--- config.mk ---
export PLATFORM = sky130hd
export DESIGN_NAME = led_scan
export DESIGN_NICKNAME = d
export VERILOG_FILES = /design/src/rtl/led_scan.sv
export SDC_FILE = /design/constraint.sdc
export NUM_CORES = 1
export LEC_CHECK = 0
export CAP_MARGIN = 20
export CORE_MARGIN = 10
export CORE_UTILIZATION = 50
export CTS_BUF_LIST = sky130_fd_sc_hd__clkbuf_16
export CTS_CLUSTER_DIAMETER = 60
export DETAILED_ROUTE_END_ITERATION = 6
export PLACE_DENSITY_LB_ADDON = 0.12
export SETUP_SLACK_MARGIN = 0.05
export SYNTH_ARGS = -nofsm -noshare
export SYNTH_HDL_FRONTEND = slang
export SYNTH_SLANG_ARGS = --single-unit
--- constraint.sdc ---
create_clock -name clk -period 5 [get_ports clk]
set_clock_uncertainty 0.05 [all_clocks]
set_input_delay 0.5 -clock clk [delete_from_list [all_inputs] [get_ports clk]]
set_output_delay 0.5 -clock clk [all_outputs]
set_load 0.02 [all_outputs]
--- src/rtl/led_scan.sv ---
// Multiplexed 7-segment scanner: hex decode, leading-zero blank, blink, anti-ghost guard slot.
// Latency: outputs registered, one cycle behind prescaler/index. No backpressure; free-running scan.
module led_scan #(
    parameter int DIGITS    = 4,
    parameter int DIV       = 50000,
    parameter int BLINK_DIV = 16
) (
    input  logic                  clk,
    input  logic                  n_rst,
    input  logic                  n_en,
    input  logic [4*DIGITS-1:0]   data,
    input  logic                  load,
    input  logic [DIGITS-1:0]     dp,
    input  logic [DIGITS-1:0]     blink,
    input  logic                  blank_lz,
    output logic [6:0]            seg,
    output logic                  seg_dp,
    output logic [DIGITS-1:0]     n_dig,
    output logic                  frame
);

    localparam int PW = (DIV > 1) ? $clog2(DIV) : 1;
    localparam int IW = (DIGITS > 1) ? $clog2(DIGITS) : 1;
    localparam int BW = $clog2(BLINK_DIV + 1);

    function automatic logic [6:0] f_hex(input logic [3:0] n);
        case (n)
            4'h0: f_hex = 7'h7E;
            4'h1: f_hex = 7'h30;
            4'h2: f_hex = 7'h6D;
            4'h3: f_hex = 7'h79;
            4'h4: f_hex = 7'h33;
            4'h5: f_hex = 7'h5B;
            4'h6: f_hex = 7'h5F;
            4'h7: f_hex = 7'h70;
            4'h8: f_hex = 7'h7F;
            4'h9: f_hex = 7'h7B;
            4'hA: f_hex = 7'h77;
            4'hB: f_hex = 7'h1F;
            4'hC: f_hex = 7'h0D;
            4'hD: f_hex = 7'h3D;
            4'hE: f_hex = 7'h6F;
            default: f_hex = 7'h47;
        endcase
    endfunction

    logic [PW-1:0]       r_pre;
    logic [IW-1:0]       r_idx;
    logic [BW-1:0]       r_bcnt;
    logic                r_phase;
    logic [4*DIGITS-1:0] r_pend_data, r_sh_data;
    logic [DIGITS-1:0]   r_pend_dp, r_sh_dp;
    logic [DIGITS-1:0]   r_pend_blink, r_sh_blink;

    logic                w_pre_last, w_wrap;
    logic [3:0]          w_nib;
    logic                w_dp_bit, w_blk_bit, w_upper_zero, w_lz_blank;
    logic [DIGITS-1:0]   w_sel;
    logic [6:0]          w_seg;
    logic                w_seg_dp;
    logic [DIGITS-1:0]   w_n_dig;

    assign w_pre_last = (r_pre == PW'(DIV - 1));
    assign w_wrap     = w_pre_last && (r_idx == IW'(DIGITS - 1));

    always_comb begin
        w_nib        = 4'h0;
        w_dp_bit     = 1'b0;
        w_blk_bit    = 1'b0;
        w_sel        = '1;
        w_upper_zero = 1'b1;
        for (int i = 0; i < DIGITS; i++) begin
            if (IW'(i) == r_idx) begin
                w_nib     = r_sh_data[4*i +: 4];
                w_dp_bit  = r_sh_dp[i];
                w_blk_bit = r_sh_blink[i];
                w_sel[i]  = 1'b0;
            end
            if (IW'(i) >= r_idx && r_sh_data[4*i +: 4] != 4'h0)
                w_upper_zero = 1'b0;
        end
        w_lz_blank = blank_lz && (r_idx != '0) && w_upper_zero;

        w_seg    = 7'h00;
        w_seg_dp = 1'b0;
        w_n_dig  = '1;
        // Prescaler 0 is the dark guard slot that lets the digit drivers turn off before the next select.
        if (!n_en && r_pre != '0) begin
            w_n_dig = w_sel;
            if (!(r_phase && w_blk_bit)) begin
                w_seg    = w_lz_blank ? 7'h00 : f_hex(w_nib);
                w_seg_dp = w_dp_bit;
            end
        end
    end

    always_ff @(posedge clk or negedge n_rst) begin
        if (!n_rst) begin
            r_pre        <= '0;
            r_idx        <= '0;
            r_bcnt       <= '0;
            r_phase      <= 1'b0;
            r_pend_data  <= '0;
            r_pend_dp    <= '0;
            r_pend_blink <= '0;
            r_sh_data    <= '0;
            r_sh_dp      <= '0;
            r_sh_blink   <= '0;
            seg          <= 7'h00;
            seg_dp       <= 1'b0;
            n_dig        <= '1;
            frame        <= 1'b0;
        end else begin
            r_pre <= w_pre_last ? '0 : r_pre + 1'b1;
            if (w_pre_last)
                r_idx <= (r_idx == IW'(DIGITS - 1)) ? '0 : r_idx + 1'b1;

            if (load) begin
                r_pend_data  <= data;
                r_pend_dp    <= dp;
                r_pend_blink <= blink;
            end

            if (w_wrap) begin
                // A load coinciding with the wrap bypasses pending so it is not lost for a frame.
                r_sh_data  <= load ? data  : r_pend_data;
                r_sh_dp    <= load ? dp    : r_pend_dp;
                r_sh_blink <= load ? blink : r_pend_blink;
                if (r_bcnt == BW'(BLINK_DIV - 1)) begin
                    r_bcnt  <= '0;
                    r_phase <= ~r_phase;
                end else begin
                    r_bcnt <= r_bcnt + 1'b1;
                end
            end

            seg    <= w_seg;
            seg_dp <= w_seg_dp;
            n_dig  <= w_n_dig;
            frame  <= w_wrap;
        end
    end

endmodule
# After elaboration in Yosys (flattened, before gate mapping)
# Memory sizes are Yosys's and may differ from the RTL's.
# Cells that the tools add are included.
# classes
n_addsub	3
n_mul	0
div	0
magnitude_cmp	4
eq_ne	6
shift	0
n_mux	32
bitwise_logic	1
reduce_logical	18
# ops
operator	count
2-to-1 mux 16 bit	2
2-to-1 mux 4 bit	7
2-to-1 mux 7 bit	3
2-to-1 mux 1 bit	18
adder 16 x 1 -> 16 bit, second input constant	1
== test 16 bit, second input constant	1
nonzero test 16 bit	1
nonzero test 4 bit	4
logical AND 1 bit	9
adder 5 x 1 -> 5 bit, second input constant	1
== test 5 x 4 -> 1 bit, second input constant	1
2-to-1 mux 5 bit	1
== test 2 bit, first input constant	2
>= comparator 1 x 2 -> 1 bit, first input constant	2
>= comparator 2 bit, first input constant	2
adder 2 x 1 -> 2 bit, second input constant	1
== test 1 x 2 -> 1 bit, first input constant	1
== test 2 bit, second input constant	1
zero test 2 bit	1
2-to-1 mux 2 bit	1
AND reduction 2 bit	1
nonzero test 2 bit	1
zero test 1 bit	1
NOT 1 bit	1
# word_totals
reg_bits	85
latchBits	0
ram_bits	0
rom_bits	112
output_inout_bits	13
wordCells	79
n_memories	1
# mem_list
memory	words	width	read_ports	rd_ports_with_merged_regs	write_ports	line	rtl
(name not given)	16	7	1	0	0	27	case (n)

# Longest topological paths before layout
# Gate-level depths: netlist of the first run.
# depth
word_depth	10
depth_mapped	11

# Least setup slack after synthesis of the first run
# No wires, ideal clock.
# synth_timing
path_type	reg2reg
startpoint	reg r_idx[1]
endpoint	reg seg[3]
setup_ns	0.081
arrival_ns	2.147
required_time_ns	4.869
path_slack_ns	2.722
path_stages_with_launch	11
path_buffers	1
synth_period_minus_slack_ns	2.278
path_cell_list	dfrtp_1 > inv_1 > ha_1 > clkbuf_1 > nand3b_1 > a31oi_1 > inv_1 > ha_1 > o21ai_0 > o211ai_1 > a21oi_1
# synth_via
elab_chain_cells	10
word_cells_on_any_way	32
# synth_lines
element	line	rtl
from (decl)	48	logic [IW-1:0] r_idx;
from (signal assigned)	116	r_idx <= (r_idx == IW'(DIGITS - 1)) ? '0 : r_idx + 1'b1;
branches (longest 8 deep; another with memory read (16 x 7 bit))	n/a	
2-to-1 mux 7 bit *	90	if (!(r_phase && w_blk_bit)) begin
2-to-1 mux 7 bit *	88	if (!n_en && r_pre != '0) begin
named net w_seg[3]	59	logic [6:0] w_seg;
to (signal assigned)	137	seg <= w_seg;
to (decl)	16	output logic [6:0] seg,
# Mark *: on every way through the listed nets, which the timed path passes.
# A chain may end at the register's enable or synchronous reset.

# Worst setup path after layout of the first run
# layout_timing
startpoint	reg r_idx[1]
endpoint	reg seg[5]
# The elaborated chain is that of the path after synthesis.

==> tab_implementation.tex, run 1 <==
\begin{tabular}{lr}
\hline
Metric & Value \\
\hline
\multicolumn{2}{l}{\textbf{Layout}} \\
Post-layout net count & 402 \\
Antenna diode count & 0 \\
Fillers & 603 \\
Post-Layout Inst Area & 0.00465 mm² \\
Layout Utilization & 0.631 \\
Area occupied by multi-input gates & 0.00160 mm² \\
Register area & 0.00213 mm² \\
Leading cell type in the layout, fill and taps excluded & dfrtp\_1 \\
Most frequent cells in the layout & 81 x dfrtp\_1, 49 x mux2\_2, 40 x clkdlybuf4s50\_1, 20 x nand2\_1, 18 x inv\_1 \\
Growth of design area from synthesis to finish & 21.3\% \\
Non-filler cells in the finished layout & 463 \\
Share of cells above drive strength 1 & 0.201 \\
\multicolumn{2}{l}{\textbf{Logic synthesis}} \\
Synth Register Bits & 85 \\
Mean instance size in the synthesized netlist & 12.1 µm² \\
Number of standard cells after synthesis & 316 \\
Fraction of the yosys area taken by sequential cells & 0.556 \\
Synthesized net count & 359 \\
Number of synthesized flops with an enable pin & 0 \\
Post-synth ARST share & 1.00 \\
Yosys warnings & 0 \\
Mapped Area & 0.00383 mm² \\
Primary FF master, synth & dfrtp\_1 \\
Post-synthesis cell type count & 46 \\
\multicolumn{2}{l}{\textbf{Place}} \\
HPWL after detailed placement & 5050 µm \\
Placed cell count & 445 \\
Total of buffers placed on input and output ports & 41 \\
Gp weighted congestion & 0.822 \\
Placed cell area & 0.00434 mm² \\
\multicolumn{2}{l}{\textbf{GRT}} \\
Initial antenna violation count & 0 \\
Number of global-route vias before repair & 2569 \\
Global-route usage over all layers & 0.134 \\
Largest net degree at the start of global routing & 86 \\
Wire length of the first global-routing pass & 12600 µm \\
Total global routing overflow & 0 \\
\multicolumn{2}{l}{\textbf{Power}} \\
Power per cell area & 318 mW/mm² \\
Maximum resistive drop on vdd & 0.000196 V \\
Leakage component of the power & 2.09 nW \\
Post-layout total power & 1.48 mW \\
\multicolumn{2}{l}{\textbf{Detailed routing}} \\
Number of iterations in the first detailed-routing pass & 4 \\
Met2 routed WL & 3650 µm \\
Total length of routed wires & 7330 µm \\
Average vias per placed instance & 5.47 \\
Detail Route met3 WL & 382 µm \\
Via count & 2534 \\
Number of DRC markers after the initial detailed-route iteration & 141 \\
Uppermost signal routing layer after detailed routing & met4 \\
Antenna-violating nets left & 0 \\
Wirelength per Cell & 15.8 µm \\
Met1 WL & 3200 µm \\
Residual DRC & 0 \\
\multicolumn{2}{l}{\textbf{Clock tree}} \\
Number of buffers created by CTS & 9 \\
Maximum count of clock buffers along a single path & 2 \\
H-tree depth & 3 \\
Clock tree from TritonCTS & done \\
Cell at the root of the clock tree & clkbuf\_16 \\
Worst skew pair latency & 0.33 ns \\
Number of sinks handled by clock tree synthesis & 85 \\
Clock transition at the register clock pins on the worst setup and hold paths after CTS & 0.06 ns \\
\multicolumn{2}{l}{\textbf{Timing}} \\
Final Hold Fails & 0 \\
Setup\_tns & 0 ns \\
Count of pins over their slew limit & 0 \\
Final critical path time including I/O delays and setup & 2.77 ns \\
Final period util & 0.553 \\
Highest clock rate & 0.362 GHz \\
Final Setup Violations & 0 \\
Setup repair after global routing missed its margin & false \\
Relative slew margins & 0.356 \\
Measured slew at the worst slew-check pin & 0.966 ns \\
\multicolumn{2}{l}{\textbf{Floorplanning}} \\
Site row count & 31 \\
Die width & 108 µm \\
\# IOs & 42 \\
Placeable core region & 0.00737 mm² \\
Die outline height & 108 µm \\
Starting utilization of the core area & 0.520 \\
Full die area & 0.0116 mm² \\
\multicolumn{2}{l}{\textbf{Setup path}} \\
Slowest Stage Delay on Critical Path & 0.76 ns \\
Top delay family on crit path & compound AO/OA/AOI/OAI gates \\
CP Max Fanout & 14 \\
WP buf/inv & 2 \\
Worst Setup Start Kind & flop \\
Critical setup path kind & reg2reg \\
CP max stage cell & o221ai\_1 \\
Critical path endpoint category & flop \\
CP Cell Sequence & inv\_1 -> ha\_1 -> and3b\_1 -> o221ai\_1 -> inv\_1 -> nor3\_1 -> a211oi\_1 \\
Data required, critical path & 5.13 ns \\
Most frequent cell on the critical path & inv\_1 \\
Arrival time of data at the critical path endpoint & 2.89 ns \\
\multicolumn{2}{l}{\textbf{Flow run}} \\
Max-capacitance violation count & 0 \\
\multicolumn{2}{l}{\textbf{Worst hold path}} \\
Worst hold path class & reg2reg \\
\multicolumn{2}{l}{\textbf{Outcome}} \\
Result of the run & completed \\
\hline
\end{tabular}
## path summary, 6_finish.rpt
check,from,end,slack [ns],cells after the start
min in group asynchronous,n_rst,r_pend_blink[2]$_DFF_PN0_,0.52,2
min,r_pre[0]$_DFF_PN0_,r_pre[0]$_DFF_PN0_,0.43,1
max reg2reg,r_idx[1]$_DFFE_PN0N_,seg[5]$_DFF_PN0_,2.23,7
max in group asynchronous,n_rst,n_dig[3]$_DFF_PN1_,3.75,3
min reg2reg,r_pre[0]$_DFF_PN0_,r_pre[0]$_DFF_PN0_,0.43,1
max,r_idx[1]$_DFFE_PN0N_,seg[5]$_DFF_PN0_,2.23,7
## cell type report
cell class                      count  share of cell area
Clock buffer                        9              0.0484
Clock inverter                      7              0.0118
Inverter                           14              0.0113
Multi-Input combinational cell    204               0.343
Sequential cell                    85               0.458
Tap cell                           99              0.0266
Timing Repair Buffer               45               0.101
## where the power goes
part           switching, mW  internal [mW]  leakage [nW]
combinational         0.0572         0.0663         0.872
sequential            0.0125          0.723          1.07
clock                  0.242          0.377         0.154
## metal layers
metal  up-vias  global-route usage
met5         -                   0
met3         9              0.0425
met1      1270               0.166
met4         0              0.0525
met2        51               0.213
li1       1204                   -
## stage by stage
stage	setup WS (ns)	hold slack (ns)
detailed placement	2.31	0.415
floorplan	2.72	0.154
finish	2.23	0.428
CTS	2.29	0.344
global placement	2.34	0.412
global route	1.95	0.444
## registers in the layout, indices dropped and copies added, names as in the netlist, 2 cells and up
name          flops
r_pend_data      16
r_pre            16
r_sh_data        16
seg               7
r_bcnt            5
n_dig             4
r_pend_blink      4
r_pend_dp         4
r_sh_blink        4
r_sh_dp           4
r_idx             2
## cell usage after synthesis, drive strengths merged, types with 7 or more instances
cell type / number / area [µm²]
inv: 14 / 52.6
nand3: 7 / 35.0
o21ai: 8 / 40.0
nor4: 7 / 58.8
nor3: 7 / 35.0
clkbuf: 11 / 41.3
dfrtp: 81 / 2030
mux2: 49 / 552
nand2: 20 / 75.1
xor2: 9 / 78.8
nor2: 16 / 60.1
ha: 14 / 175
a21oi: 9 / 45.0
xnor2: 7 / 61.3
## logic make-up after synthesis
family / synth area share
flops: 0.556
simple gates: 0.117
mux: 0.149
compound gates: 0.0682
buf+inv: 0.0277
xor+xnor: 0.0365
fa+ha+maj: 0.0457
## what timing repair did
item	CTS	global route
hold buffers	0	1
hold endpoints to repair	0	12
setup buffers	0	0
gates resized for setup	0	0
No activity file was read; power rests on OpenSTA's default activity.
==> inputs of run 2 (changes only) <==
==> constraint.sdc (replaced) <==
create_clock -name clk -period 2.3 [get_ports clk]
set_clock_uncertainty 0.05 [all_clocks]
set_input_delay 0.23 -clock clk [delete_from_list [all_inputs] [get_ports clk]]
set_output_delay 0.23 -clock clk [all_outputs]
set_load 0.02 [all_outputs]
==> run 2 against run 1 <==
  * Hold slack got worse by 0.047 ns
  * Power up 120%
  * Highest routed layer unchanged
  * Routed wire length up 4.4%
  * Non-clock buffer count grew 19
==> tab_implementation.tex, run 2 (synthesized netlist as in run 1, its figures left out) <==
\begin{tabular}{lr}
\hline
Metric & Value \\
\hline
\multicolumn{2}{l}{\textbf{Detailed routing}} \\
Total length of routed wires & 7660 µm (+4.4\%) \\
Wirelength per Cell & 15.9 µm (+0.28\%) \\
Antenna-violating nets left & 0 (unchanged) \\
Via count & 2592 (+2.3\%) \\
Average vias per placed instance & 5.38 (-1.7\%) \\
Residual DRC & 0 (unchanged) \\
Number of DRC markers after the initial detailed-route iteration & 116 (-18\%) \\
Number of iterations in the first detailed-routing pass & 5 (+1) \\
\multicolumn{2}{l}{\textbf{Power}} \\
Switching pwr & 0.767 mW (+150\%) \\
Leakage component of the power & 2.19 nW (+4.6\%) \\
Clock share of power & 0.418 (about the same) \\
Combinational share of power & 0.088 (+0.004) \\
Switching part of the total power & 0.237 (+0.0261) \\
Internal Power & 2.47 mW (+110\%) \\
Maximum resistive drop on vdd & 0.000421 V (+110\%) \\
Sequential Power Share & 0.494 (-0.004) \\
Post-layout total power & 3.24 mW (+120\%) \\
Power per cell area & 653 mW/mm² (+110\%) \\
\multicolumn{2}{l}{\textbf{Outcome}} \\
Result of the run & completed \\
\multicolumn{2}{l}{\textbf{Setup path}} \\
Critical setup path kind & reg2reg \\
Slowest Stage Delay on Critical Path & 0.59 ns (-0.17 ns) \\
Top delay family on crit path & simple AND/OR/NAND/NOR gates \\
Reg2Reg Setup Slack & 0.13 ns (-2.11 ns) \\
Worst Setup Start Kind & flop \\
CP Max Fanout & 10 (-4) \\
Data required, critical path & 2.47 ns (-2.66 ns) \\
CP Cell Sequence & or4\_1 -> nor4\_2 -> nand4\_1 -> buf\_4 -> mux2\_2 \\
Arrival time of data at the critical path endpoint & 2.34 ns (-0.55 ns) \\
Worst setup startpoint & r\_pre[11]\$\_DFF\_PN0\_ \\
Critical path endpoint category & flop \\
WP buf/inv & 1 (-1) \\
CP max stage cell & or4\_1 \\
Start of the worst register-to-register path & r\_pre[11]\$\_DFF\_PN0\_ \\
\multicolumn{2}{l}{\textbf{Clock tree}} \\
Maximum count of clock buffers along a single path & 2 (unchanged) \\
Clock transition at the register clock pins on the worst setup and hold paths after CTS & 0.07 ns (about the same) \\
Clock tree from TritonCTS & done \\
Number of sinks handled by clock tree synthesis & 85 (unchanged) \\
Cell at the root of the clock tree & clkbuf\_16 \\
Worst skew pair latency & 0.33 ns (about the same) \\
Number of buffers created by CTS & 9 (unchanged) \\
H-tree depth & 3 (unchanged) \\
\multicolumn{2}{l}{\textbf{Layout}} \\
Share of cells above drive strength 1 & 0.298 (+0.0971) \\
Largest registers in the final layout & r\_pend\_data: 16 flops, r\_pre: 16 flops, r\_sh\_data: 16 flops \\
Post-Layout Inst Area & 0.00496 mm² (+6.6\%) \\
Growth of design area from synthesis to finish & 29.4\% \\
Leading cell type in the layout, fill and taps excluded & dfrtp\_1 \\
Antenna diode count & 0 (unchanged) \\
Most frequent cells in the layout & 80 x dfrtp\_1, 49 x mux2\_2, 40 x clkdlybuf4s50\_1, 20 x nand2\_1, 20 x buf\_4 \\
Post-layout net count & 421 (+4.7\%) \\
\multicolumn{2}{l}{\textbf{Place}} \\
HPWL after detailed placement & 5360 µm (+6.0\%) \\
Placed cell area & 0.00446 mm² (+2.9\%) \\
Gp weighted congestion & 0.869 (+5.8\%) \\
Worst setup slack after placement & -0.0959 ns (-2.41 ns) \\
Total of buffers placed on input and output ports & 41 (unchanged) \\
\multicolumn{2}{l}{\textbf{GRT}} \\
Wire length of the first global-routing pass & 13000 µm (+3.4\%) \\
Largest net degree at the start of global routing & 46 (-47\%) \\
Global-route usage over all layers & 0.137 (+0.00281) \\
Initial antenna violation count & 0 (unchanged) \\
Total global routing overflow & 0 (unchanged) \\
Number of global-route vias before repair & 2663 (+3.7\%) \\
\multicolumn{2}{l}{\textbf{Timing}} \\
Relative slew margins & 0.635 (+0.279) \\
Setup repair after global routing missed its margin & true \\
Final critical path time including I/O delays and setup & 2.17 ns (-0.593 ns) \\
Count of pins over their slew limit & 0 (unchanged) \\
Setup slack of the critical path after layout & 0.127 ns (-2.11 ns) \\
Final Hold Fails & 0 (unchanged) \\
Measured slew at the worst slew-check pin & 0.547 ns (-0.419 ns) \\
Hold WS & 0.381 ns (-0.0470 ns) \\
Final period util & 0.945 (+0.391) \\
Final Setup Violations & 0 (unchanged) \\
Highest clock rate & 0.460 GHz (+27\%) \\
\multicolumn{2}{l}{\textbf{Floorplanning}} \\
Die outline height & 108 µm (unchanged) \\
Site row count & 31 (unchanged) \\
Die width & 108 µm (unchanged) \\
\# IOs & 42 (unchanged) \\
Placeable core region & 0.00737 mm² (unchanged) \\
Full die area & 0.0116 mm² (unchanged) \\
Starting utilization of the core area & 0.520 (unchanged) \\
\multicolumn{2}{l}{\textbf{Worst hold path}} \\
Worst hold path class & in2async \\
\multicolumn{2}{l}{\textbf{Flow run}} \\
Max-capacitance violation count & 0 (unchanged) \\
\hline
\end{tabular}
run 2: area by class of cell:
type | count | area (µm²)
sequential | 85 | 2130
tap | 99 | 124
timing repair buffer | 64 | 612
clock inverter | 7 | 58.8
fill | 537 | 2410
clock buffer | 9 | 225
multi-input combinational | 204 | 1750
inverter | 14 | 57.6
run 2: path summary, 6_finish.rpt:
kind,to,cells after the start
setup / recovery,r_sh_data[8]$_DFFE_PN0P_,5
hold / removal,r_pend_blink[2]$_DFF_PN0_,2
setup reg to reg,r_sh_data[8]$_DFFE_PN0P_,5
hold reg to reg,r_phase$_DFFE_PN0P_,1
max in group asynchronous,r_idx[0]$_DFFE_PN0N_,3
min in group clk,r_phase$_DFFE_PN0P_,1
run 2: power groups by stage:
stage	Sequential [mW]	Clock, mW	Combinational (mW)
floorplan	1.63	0	0.124
global placement	1.62	0	0.270
detailed placement	1.63	0	0.273
CTS	1.60	1.38	0.278
global route	1.61	1.45	0.314
finish	1.60	1.36	0.284
run 2: per-stage QoR:
stage	util	std cells	setup TNS, ns
2_1_floorplan	-	316	0
3_3_place_gp	0.606	458	0
3_5_place_dp	0.606	458	-0.164
4_1_cts	0.649	475	0
5_1_grt	0.673	482	-0.0284
6_report	0.673	482	0
run 2: metal layers:
metal  part of all wire  up-vias  global-route usage  wire [µm]
li1                   -     1247                   -          -
met1               0.50     1279               0.187       3810
met2               0.44       54               0.203       3370
met3              0.048       12              0.0329        371
met4              0.014        0              0.0563        106
met5                  0        -                   0          0
run 2: timing repair:
| action | in CTS | in global routing |
|---|---|---|
| endpoints found under the hold margin | 40 | 0 |
| pin swaps | 1 | 5 |
| buffers inserted | 0 | 7 |
| resized for setup | 5 | 27 |
| hold buffers | 1 | 0 |
| setup endpoints to repair | 27 | 20 |
run 2: worst register-to-register path, cell delays in order, from the launching register on:
cell	delay (ns)
dfrtp_1	0.38
or4_1	0.59
nor4_2	0.25
nand4_1	0.26
buf_4	0.26
mux2_2	0.28
